===== config.mk =====
export PLATFORM = sky130hd
export DESIGN_NAME = param_deser
export DESIGN_NICKNAME = d
export VERILOG_FILES = /design/src/rtl/param_deser.sv
export SDC_FILE = /design/constraint.sdc
export NUM_CORES = 1
export LEC_CHECK = 0
export CAP_MARGIN = 10
export CORE_MARGIN = 1
export CORE_UTILIZATION = 45
export CTS_CLUSTER_SIZE = 16
export DETAILED_ROUTE_END_ITERATION = 10
export GPL_ROUTABILITY_DRIVEN = 0
export PLACE_DENSITY = 0.66
export SLEW_MARGIN = 25
export SYNTH_ARGS = -nofsm -noshare
export SYNTH_HDL_FRONTEND = slang
export SYNTH_SLANG_ARGS = --single-unit

===== constraint.sdc =====
create_clock -name clk -period 3.06 [get_ports clk]
set_input_delay 0.306 -clock clk [delete_from_list [all_inputs] [get_ports clk]]
set_output_delay 0.306 -clock clk [all_outputs]
set_load 0.005 [all_outputs]

===== src/rtl/param_deser.sv =====
// Receive-side width converter: packs RATIO narrow beats (beat 0 in the low bits)
// into one wide word, with optional early close via in_last and zero padding.
module param_deser #(
    parameter int OUT_W = 32,
    parameter int IN_W  = 8,
    localparam int RATIO = OUT_W / IN_W,
    localparam int CNT_W = $clog2(RATIO + 1)
) (
    input  logic             clk,
    input  logic             rst,
    input  logic             in_valid,
    output logic             in_ready,
    input  logic [IN_W-1:0]  in_data,
    input  logic             in_last,
    output logic             out_valid,
    input  logic             out_ready,
    output logic [OUT_W-1:0] out_data,
    output logic [CNT_W-1:0] out_beats,
    output logic             state_o
);

    // Handshake: a beat/word transfers on a rising edge where valid & ready are
    // both high; valid never waits on ready, and in_ready never looks at in_valid.

    if (IN_W == 0) begin : g_bad_in_w
        $error("param_deser: IN_W must be non-zero");
    end else if ((OUT_W % IN_W) != 0) begin : g_bad_ratio
        $error("param_deser: OUT_W must be a multiple of IN_W");
    end

    typedef enum logic {
        COLLECT = 1'b0,
        HOLD    = 1'b1
    } state_e;

    localparam logic [CNT_W-1:0] LAST_CNT = CNT_W'(RATIO - 1);

    state_e             state_q, state_d;
    logic [CNT_W-1:0]   cnt_q, cnt_d;
    logic [OUT_W-1:0]   buf_q, buf_d;
    logic [OUT_W-1:0]   out_data_q, out_data_d;
    logic [CNT_W-1:0]   out_beats_q, out_beats_d;
    logic [OUT_W-1:0]   merged;
    logic               accept;

    // In HOLD a new beat may only enter while the held word is being popped.
    assign in_ready  = (state_q == COLLECT) || out_ready;
    assign out_valid = (state_q == HOLD);
    assign out_data  = out_data_q;
    assign out_beats = out_beats_q;
    assign state_o   = state_q;

    always_comb begin
        state_d     = state_q;
        cnt_d       = cnt_q;
        buf_d       = buf_q;
        out_data_d  = out_data_q;
        out_beats_d = out_beats_q;
        accept      = in_valid && in_ready;
        merged      = buf_q;
        merged[cnt_q*IN_W +: IN_W] = in_data;

        if (state_q == HOLD && out_ready) begin
            state_d = COLLECT;
        end

        // cnt is always 0 in HOLD, so a beat accepted while popping is beat 0.
        if (accept) begin
            if (cnt_q == LAST_CNT || in_last) begin
                out_data_d  = merged;
                out_beats_d = cnt_q + 1'b1;
                cnt_d       = '0;
                buf_d       = '0;
                state_d     = HOLD;
            end else begin
                buf_d = merged;
                cnt_d = cnt_q + 1'b1;
            end
        end
    end

    always_ff @(posedge clk) begin
        if (rst) begin
            state_q     <= COLLECT;
            cnt_q       <= '0;
            buf_q       <= '0;
            out_data_q  <= '0;
            out_beats_q <= '0;
        end else begin
            state_q     <= state_d;
            cnt_q       <= cnt_d;
            buf_q       <= buf_d;
            out_data_q  <= out_data_d;
            out_beats_q <= out_beats_d;
        end
    end

endmodule

# After elaboration in Yosys (flattened, before gate mapping)
# Cells that the tools add are included.
dict set report totals {
  regBits 71
  input_bits 13
  output_inout_bits 38
  wordCells 22
}
dict set report op_classes {
  n_addsub 2
  n_eq_ne 1
  shifts 2
  mux 6
  bitwise 1
  n_reduce_logical 5
}
# operator n
set op_table {}
lappend op_table {{6-bit negation with 34-bit output} 1}
lappend op_table {{8-bit by 34-bit variable shift with 32-bit output (first input constant)} 1}
lappend op_table {{8-bit by 34-bit variable part select with 32-bit output} 1}
lappend op_table {{32-bit bitwise mux} 1}
lappend op_table {{32-bit two-way mux} 1}
lappend op_table {{3-bit by 1-bit adder with 3-bit output (second input constant)} 1}
lappend op_table {{3-bit by 2-bit equality test with 1-bit output (second input constant)} 1}
lappend op_table {{1-bit two-way mux} 3}
lappend op_table {{3-bit two-way mux} 1}
lappend op_table {{1-bit logical AND} 2}
lappend op_table {{1-bit logical OR} 2}
lappend op_table {{2-bit AND reduction} 1}
lappend op_table {{1-bit inverter} 1}

# Logic depth before layout (Yosys ltp)
# Gate-level depths: netlist of run 1.
dict set report logic_depth {
  ltp_word 4
  ltp_mapped 10
  mapped_depth_nobuf 7
}

# Worst setup path after synthesis of run 1
# No wires, ideal clock.
dict set report synth_timing {
  path_type {reg-to-reg}
  from {reg cnt_q[0]}
  to {reg out_data_q[22] (netlist: out_data[22])}
  setup_time_ns 0.134
  arrival_ns 2.093
  required_ns 2.926
  slack_ns 0.833
  stages_incl_launch_ff 10
  n_path_buf 2
  synth_period_minus_slack_ns 2.227
  path_cell_list {dfxtp_1 -> buf_2 -> inv_1 -> ha_1 -> ha_1 -> nand2b_1 -> nor4_4 -> buf_6 -> mux2i_1 -> a211oi_2}
}
dict set report synth_between {
  elab_chain_len 3
  word_cells_on_any_way 7
  cone_classes {1 x add/sub; 1 x eq/ne; 2 x shift; 1 x mux; 2 x reduce/logical}
}
# item line
set synth_lines {}
lappend synth_lines {{start, declared} 39} ;# logic [CNT_W-1:0] cnt_q, cnt_d;
lappend synth_lines {{start signal, assigned} 91} ;# cnt_q <= cnt_d;
lappend synth_lines {{6-bit negation with 34-bit output / 3-bit by 2-bit equality test with 1-bit output (equally long branches)} {61, 69}}
lappend synth_lines {{8-bit by 34-bit variable part select with 32-bit output (tied with other cells)} 61} ;# merged[cnt_q*IN_W +: IN_W] = in_data;
lappend synth_lines {{32-bit bitwise mux / 2-bit AND reduction (equally long branches)} n/a}
lappend synth_lines {{end signal, assigned} 93} ;# out_data_q <= out_data_d;
lappend synth_lines {{end, declared} 41} ;# logic [OUT_W-1:0] out_data_q, out_data_d;
# Several ways; a longest one is shown, not always the timed one.
# A chain may end at the register's enable or synchronous reset.

# Worst setup path after layout of run 1
dict set report layout_timing {
  from {reg cnt_q[0]}
  to {reg buf_q[12]}
}
dict set report layout_between {
  elab_chain_len 4
  word_cells_on_any_way 7
  cone_classes {1 x add/sub; 1 x eq/ne; 2 x shift; 2 x mux; 1 x reduce/logical}
}
# item line
set layout_lines {}
lappend layout_lines {{6-bit negation with 34-bit output} 61}
lappend layout_lines {{8-bit by 34-bit variable part select with 32-bit output / 8-bit by 34-bit variable shift with 32-bit output (equally long branches)} 61}
lappend layout_lines {{32-bit bitwise mux} 61}
lappend layout_lines {{32-bit two-way mux (*)} 69} ;# if (cnt_q == LAST_CNT || in_last) begin
lappend layout_lines {{end signal, assigned} 92} ;# buf_q <= buf_d;
lappend layout_lines {{end, declared} 40} ;# logic [OUT_W-1:0] buf_q, buf_d;
# Mark *: on every way between the ends. The rest lies on a longest branch, timed or not.

==> results of run 1 <==
## cells in the final DEF, fill, tap and decap left out, drive strengths merged, types with 2 or more instances in the layout
cell           instances
ha                     4
nor2                  57
nand4                 16
dfxtp                 71
o21ai                 10
o211ai                 2
nor4                   3
nand2                 61
mux2i                  8
and4b                  2
a311oi                24
a31oi                  8
a211oi                 9
clkbuf                12
a22oi                 16
clkinv                 3
buf                   11
inv                    6
nand4b                 2
nand3                  9
a21oi                 14
clkdlybuf4s50         49
## kinds of logic after synthesis
group / count (synthesis)
AO/OA/AOI/OAI: 84
multiplexers: 8
AND/OR/NAND/NOR: 157
flip-flops: 71
adder cells (fa/ha/maj): 4
buffers and inverters: 47
## flip-flops by register name, summed over array words and instances, names as in the netlist
register and cells:
buf_q 32, out_data 32, cnt_q 3, out_beats 3, out_valid 1
## worst paths after layout
| path | from | endpoint | slack, ns | cells after the start |
|---|---|---|---|---|
| worst max-delay path | cnt_q[0] | buf_q[12] | 0.34 | 7 |
| worst min-delay path | rst | buf_q[25] | 0.41 | 2 |
| worst max register to register | cnt_q[0] | buf_q[12] | 0.34 | 7 |
| worst min register to register | buf_q[16] | buf_q[16] | 0.48 | 2 |
## report_power, final
part / switching, mW / internal [mW] / leakage [nW]
clock network: 0.341 / 0.395 / 0.100
registers: 0.0213 / 0.960 / 0.578
logic: 0.151 / 0.115 / 0.524
total: 0.512 / 1.47 / 1.20
## per-stage QoR
stage,hold WS (ns),std cells
6_report,0.408,483
5_1_grt,0.410,483
2_1_floorplan,0.445,371
3_5_place_dp,0.469,467
4_1_cts,0.398,483
3_3_place_gp,0.459,467
## final cells by class
class	count	share of cell area, %
clock buffer	12	3.84
clock inverter	4	1.19
inverter	6	0.662
multi-input combinational	253	39.1
sequential	71	37.6
tap	77	2.55
timing repair buffer	60	15.1
## worst register-to-register path, delay by kind of cell, from the launching register on
family                   cells  cell delay, ns
AO/OA/AOI/OAI                1            0.16
AND/OR/NAND/NOR              3            1.21
adder cells (fa/ha/maj)      2            0.59
buffers and inverters        1            0.14
flip-flops                   1            0.55
## routing by layer
metal	GRT usage (%)	wire, um	part of all wire [%]
met1	28.9	3660	48
met2	35.6	3530	46
met3	3.99	344	4.5
met4	9.39	135	1.8
met5	0	0	0
==> qor.yml, run 1 <==
global_route:
  grt_pass1_vias: 2555
  grt_usage_pct: 22.0
  grt_pass1_wl_mm: 12.5
  grt_remaining_overflow: 0
  antenna_found_initial: 0
  grt_max_degree: 48
synth:
  synthSimpleGateAreaFrac_pct: 23.6
  syn_avg_cell_area_um2: 8.41
  synth_seq_cells: 71
  synth_top_area_cell: "dfxtp_1"
  synth_top_family_by_area: "simple AND/OR/NAND/NOR gates"
  synth_flop_cell: "dfxtp_1"
  synth_area_leaders: "dfxtp_1 46%, nand2_1 7.3%, nor2_1 6.9%, a311oi_1 6.7%, a22oi_1 3.9%"
  synthTopCellsByCount: "71 x dfxtp_1, 61 x nand2_1, 57 x nor2_1"
  synth_most_common_cell: "dfxtp_1"
  synthMuxAreaShare_pct: 2.57
  synth_compound_area_share_pct: 19.4
  yosys_warnings: 0
  synth_xor_area_share_pct: 0
  syn_area_um2: 3120
  synth_cells: 371
  synth_cell_types: 35
  syn-num-nets: 388
  synth_top_area_share_pct: 45.6
  synth-edff-count: 0
  ys_seq_area_share_pct: 45.6
  async_flop_share_pct: 0
  synthAdderAreaFrac_pct: 1.60
worst_setup_path:
  path_max_fanout: 10
  cp.required_ns: 3.35
  arrival_ns: 3.00
  startpoint_type: "flop"
  cp.buffers_inverters: 1
  slowest_delay_ns: 0.70
  path_cells: "inv_1, ha_1, ha_1, nand4b_1, nor4_2, a22oi_1, nor2_1"
  worstSetupPathType: "flop to flop"
  critPathTopFamily: "simple AND/OR/NAND/NOR gates"
  slowest_stage: "nor4_2"
  critPathCaptureType: "flop"
  crit_top_cell: "ha_1"
place:
  hpwl_mm: 4.91
  port_buffers: 50
  place_ws_ns: 0.366
  dpl_cell_area_um2: 3590
routing:
  ant_nets: 0
  avgRoutedWirePerCell_um: 15.9
  via_count: 2784
  vias_per_cell: 5.76
  drtIter0Drc: 151
  routed_wl_mm: 7.67
  drc: 0
  firstDrtPassIters: 4
sta:
  min_period_over_period_pct: 88.8
  relSlewSlack_pct: 49.0
  tns_ns: 0
  rsz0062_at_grt: "no"
  fin_ws_ns: 0.342
  post-route-min-period_ns: 2.72
  worstMarginPinSlew_ns: 0.759
  clock.fmax_mhz: 368
  hold_viol: 0
  maxSlewViolCount: 0
  setup_viol: 0
  fin_skew_ns: 0.00678
run_status:
  status: "complete, no violations"
final_layout:
  multiInputGateArea_um2: 1480
  fin_area_um2: 3780
  area_growth_pct: 21.2
  seqCellArea_um2: 1420
  n_fill_cell: 603
  diodes: 0
  post-route-util_pct: 57.9
  fin_nets: 418
  drive_above_1_share_pct: 8.13
clocking:
  clockBufferDepth: 2
  cts_resized: 0
  cts_hold_buf: 0
  cts.reportedPaths.clkPinSlew_ns: 0.07
  root_buffer: "clkbuf_8"
  htreeDepth: 3
  numCtsBuffers: 9
  cts_sinks: 71
  cts_setup_buffers: 0
  clock_latency_ns: 0.34
  cts_tree: "built"
floorplanning:
  die_h_um: 85.3
  row_count: 29
  ios: 51
  die_area_um2: 7270
  die_x_um: 85.3
  initial_core_util_pct: 47.8
  core_area_um2: 6530
power:
  pwr_density_cell_nw_per_um2: 525
  p_total_mw: 1.98
  vdd_drop_max_mv: 0.266
  p_leak_nw: 1.20
run:
  max_cap_viol_count: 0
worst_hold_path:
  hp-class: "input pin to flop"
(Power assumes the default switching activity.)
==> inputs of run 2 (changes only) <==
Settings changed: HOLD_SLACK_MARGIN set to 0.06.
==> results of run 2 <==
The final DEF is identical to that of run 1; final timing and power are the same.
==> inputs of run 3 (changes only) <==
Settings changed: PLACE_DENSITY 0.66 to 0.69.
==> qor.yml, run 3 (synthesis results as in run 1) <==
clocking:
  cts_sinks: 71
  cts_hold_buf: 0
  numCtsBuffers: 9
  root_buffer: "clkbuf_8"
  clock_latency_ns: 0.34
  htreeDepth: 3
  cts_setup_buffers: 0
  cts.reportedPaths.clkPinSlew_ns: 0.07
  clockBufferDepth: 2
  cts_tree: "built"
  cts_resized: 0
global_route:
  grt_remaining_overflow: 0
  grt_pass1_vias: 2589
  grt_pass1_wl_mm: 12.6
  antenna_found_initial: 0
  grt_usage_pct: 22.3
  grt_max_degree: 44
worst_hold_path:
  worstHoldStart: "rst"
  hp-class: "input pin to flop"
worst_setup_path:
  rrSetupSlack_ns: 0.58
  worstSetupStartpoint: "cnt_q[0]"
  critPathCaptureType: "flop"
  arrival_ns: 2.75
  path_max_fanout: 10
  worstSetupPathType: "flop to flop"
  r2r-start: "cnt_q[0]"
  startpoint_type: "flop"
  cp.required_ns: 3.33
final_layout:
  final_cell_mix: "71 x dfxtp_1, 61 x nand2_1, 57 x nor2_1"
  diodes: 0
  fin_nets: 422
  area_growth_pct: 21.9
  drive_above_1_share_pct: 8.82
  mostFrequentLayoutCell: "dfxtp_1"
  n_fill_cell: 604
  post-route-util_pct: 58.2
sta:
  rsz0062_at_grt: "no"
  fin_hold_ws_ns: 0.427
  worstMarginPinSlew_ns: 0.625
  setup_viol: 0
  maxSlewViolCount: 0
  fin_skew_ns: 0.00482
  tns_ns: 0
  min_period_over_period_pct: 81.0
  relSlewSlack_pct: 58.2
  hold_viol: 0
  clock.fmax_mhz: 404
  post-route-min-period_ns: 2.48
floorplanning:
  die_area_um2: 7270
  die_h_um: 85.3
  ios: 51
  initial_core_util_pct: 47.8
  core_area_um2: 6530
  die_x_um: 85.3
  row_count: 29
routing:
  top_layer: "met4"
  vias_per_cell: 5.78
  via_count: 2801
  drtIter0Drc: 133
  wl_met3_um: 452
  met1_length_mm: 3.49
  drc: 0
  firstDrtPassIters: 4
  dr_wl_met2_mm: 3.56
  routed_wl_mm: 7.63
  avgRoutedWirePerCell_um: 15.7
  ant_nets: 0
run:
  max_cap_viol_count: 0
place:
  port_buffers: 50
  hpwl_mm: 4.97
run_status:
  status: "complete, no violations"
power:
  vdd_drop_max_mv: 0.249
  p_leak_nw: 1.22
  pwr_density_cell_nw_per_um2: 510
-- run 3: changes by cell type in the layout (fill, tap and decap cells not counted), sizes merged --
| cell | previous run | this run |
|---|---|---|
| buf | 11 | 15 |
| bufinv | 1 | 0 |
| clkbuf | 12 | 14 |
| clkinv | 3 | 0 |
-- run 3: critical path, cell delays in order (launching register included) --
cell	delay, ns
dfxtp_1	0.54
inv_1	0.14
ha_1	0.22
ha_1	0.34
and4b_1	0.30
o211ai_1	0.55
a22oi_1	0.18
nor2_1	0.14
-- run 3: where the power goes --
| group | switching [mW] | internal (mW) |
|---|---|---|
| clock network | 0.318 | 0.375 |
| logic | 0.151 | 0.117 |
| registers | 0.0205 | 0.960 |
| total | 0.490 | 1.45 |
-- run 3: routing by layer --
layer	vias up	GRT usage (%)
met3	12	4.57
met4	0	10.0
li1	1387	-
met5	-	0
met1	1316	29.3
met2	86	35.6
-- run 3: metrics by stage --
step / setup WS (ns) / std cells / instance area [um2] / power, mW
global placement: 0.753 / 471 / 3620 / 1.27
finish: 0.583 / 485 / 3800 / 1.94
detailed placement: 0.606 / 471 / 3620 / 1.27
global route: 0.274 / 485 / 3800 / 2.03
floorplan: 0.833 / 371 / 3120 / 1.16
CTS: 0.595 / 485 / 3800 / 1.96
-- run 3: final cells by class --
type | instances | area [um2] | area share [%]
Multi-Input combinational cell | 253 | 1480 | 38.8
Sequential cell | 71 | 1420 | 37.4
Timing Repair Buffer | 64 | 601 | 15.8
Clock buffer | 14 | 183 | 4.80
Tap cell | 77 | 96.3 | 2.53
Inverter | 6 | 25.0 | 0.658
-- run 3: final timing paths --
path | end | depth (start not counted)
worst max-delay path | buf_q[15] | 7
worst min-delay path | buf_q[28] | 2
worst max register to register | buf_q[15] | 7
worst min register to register | cnt_q[2] | 2
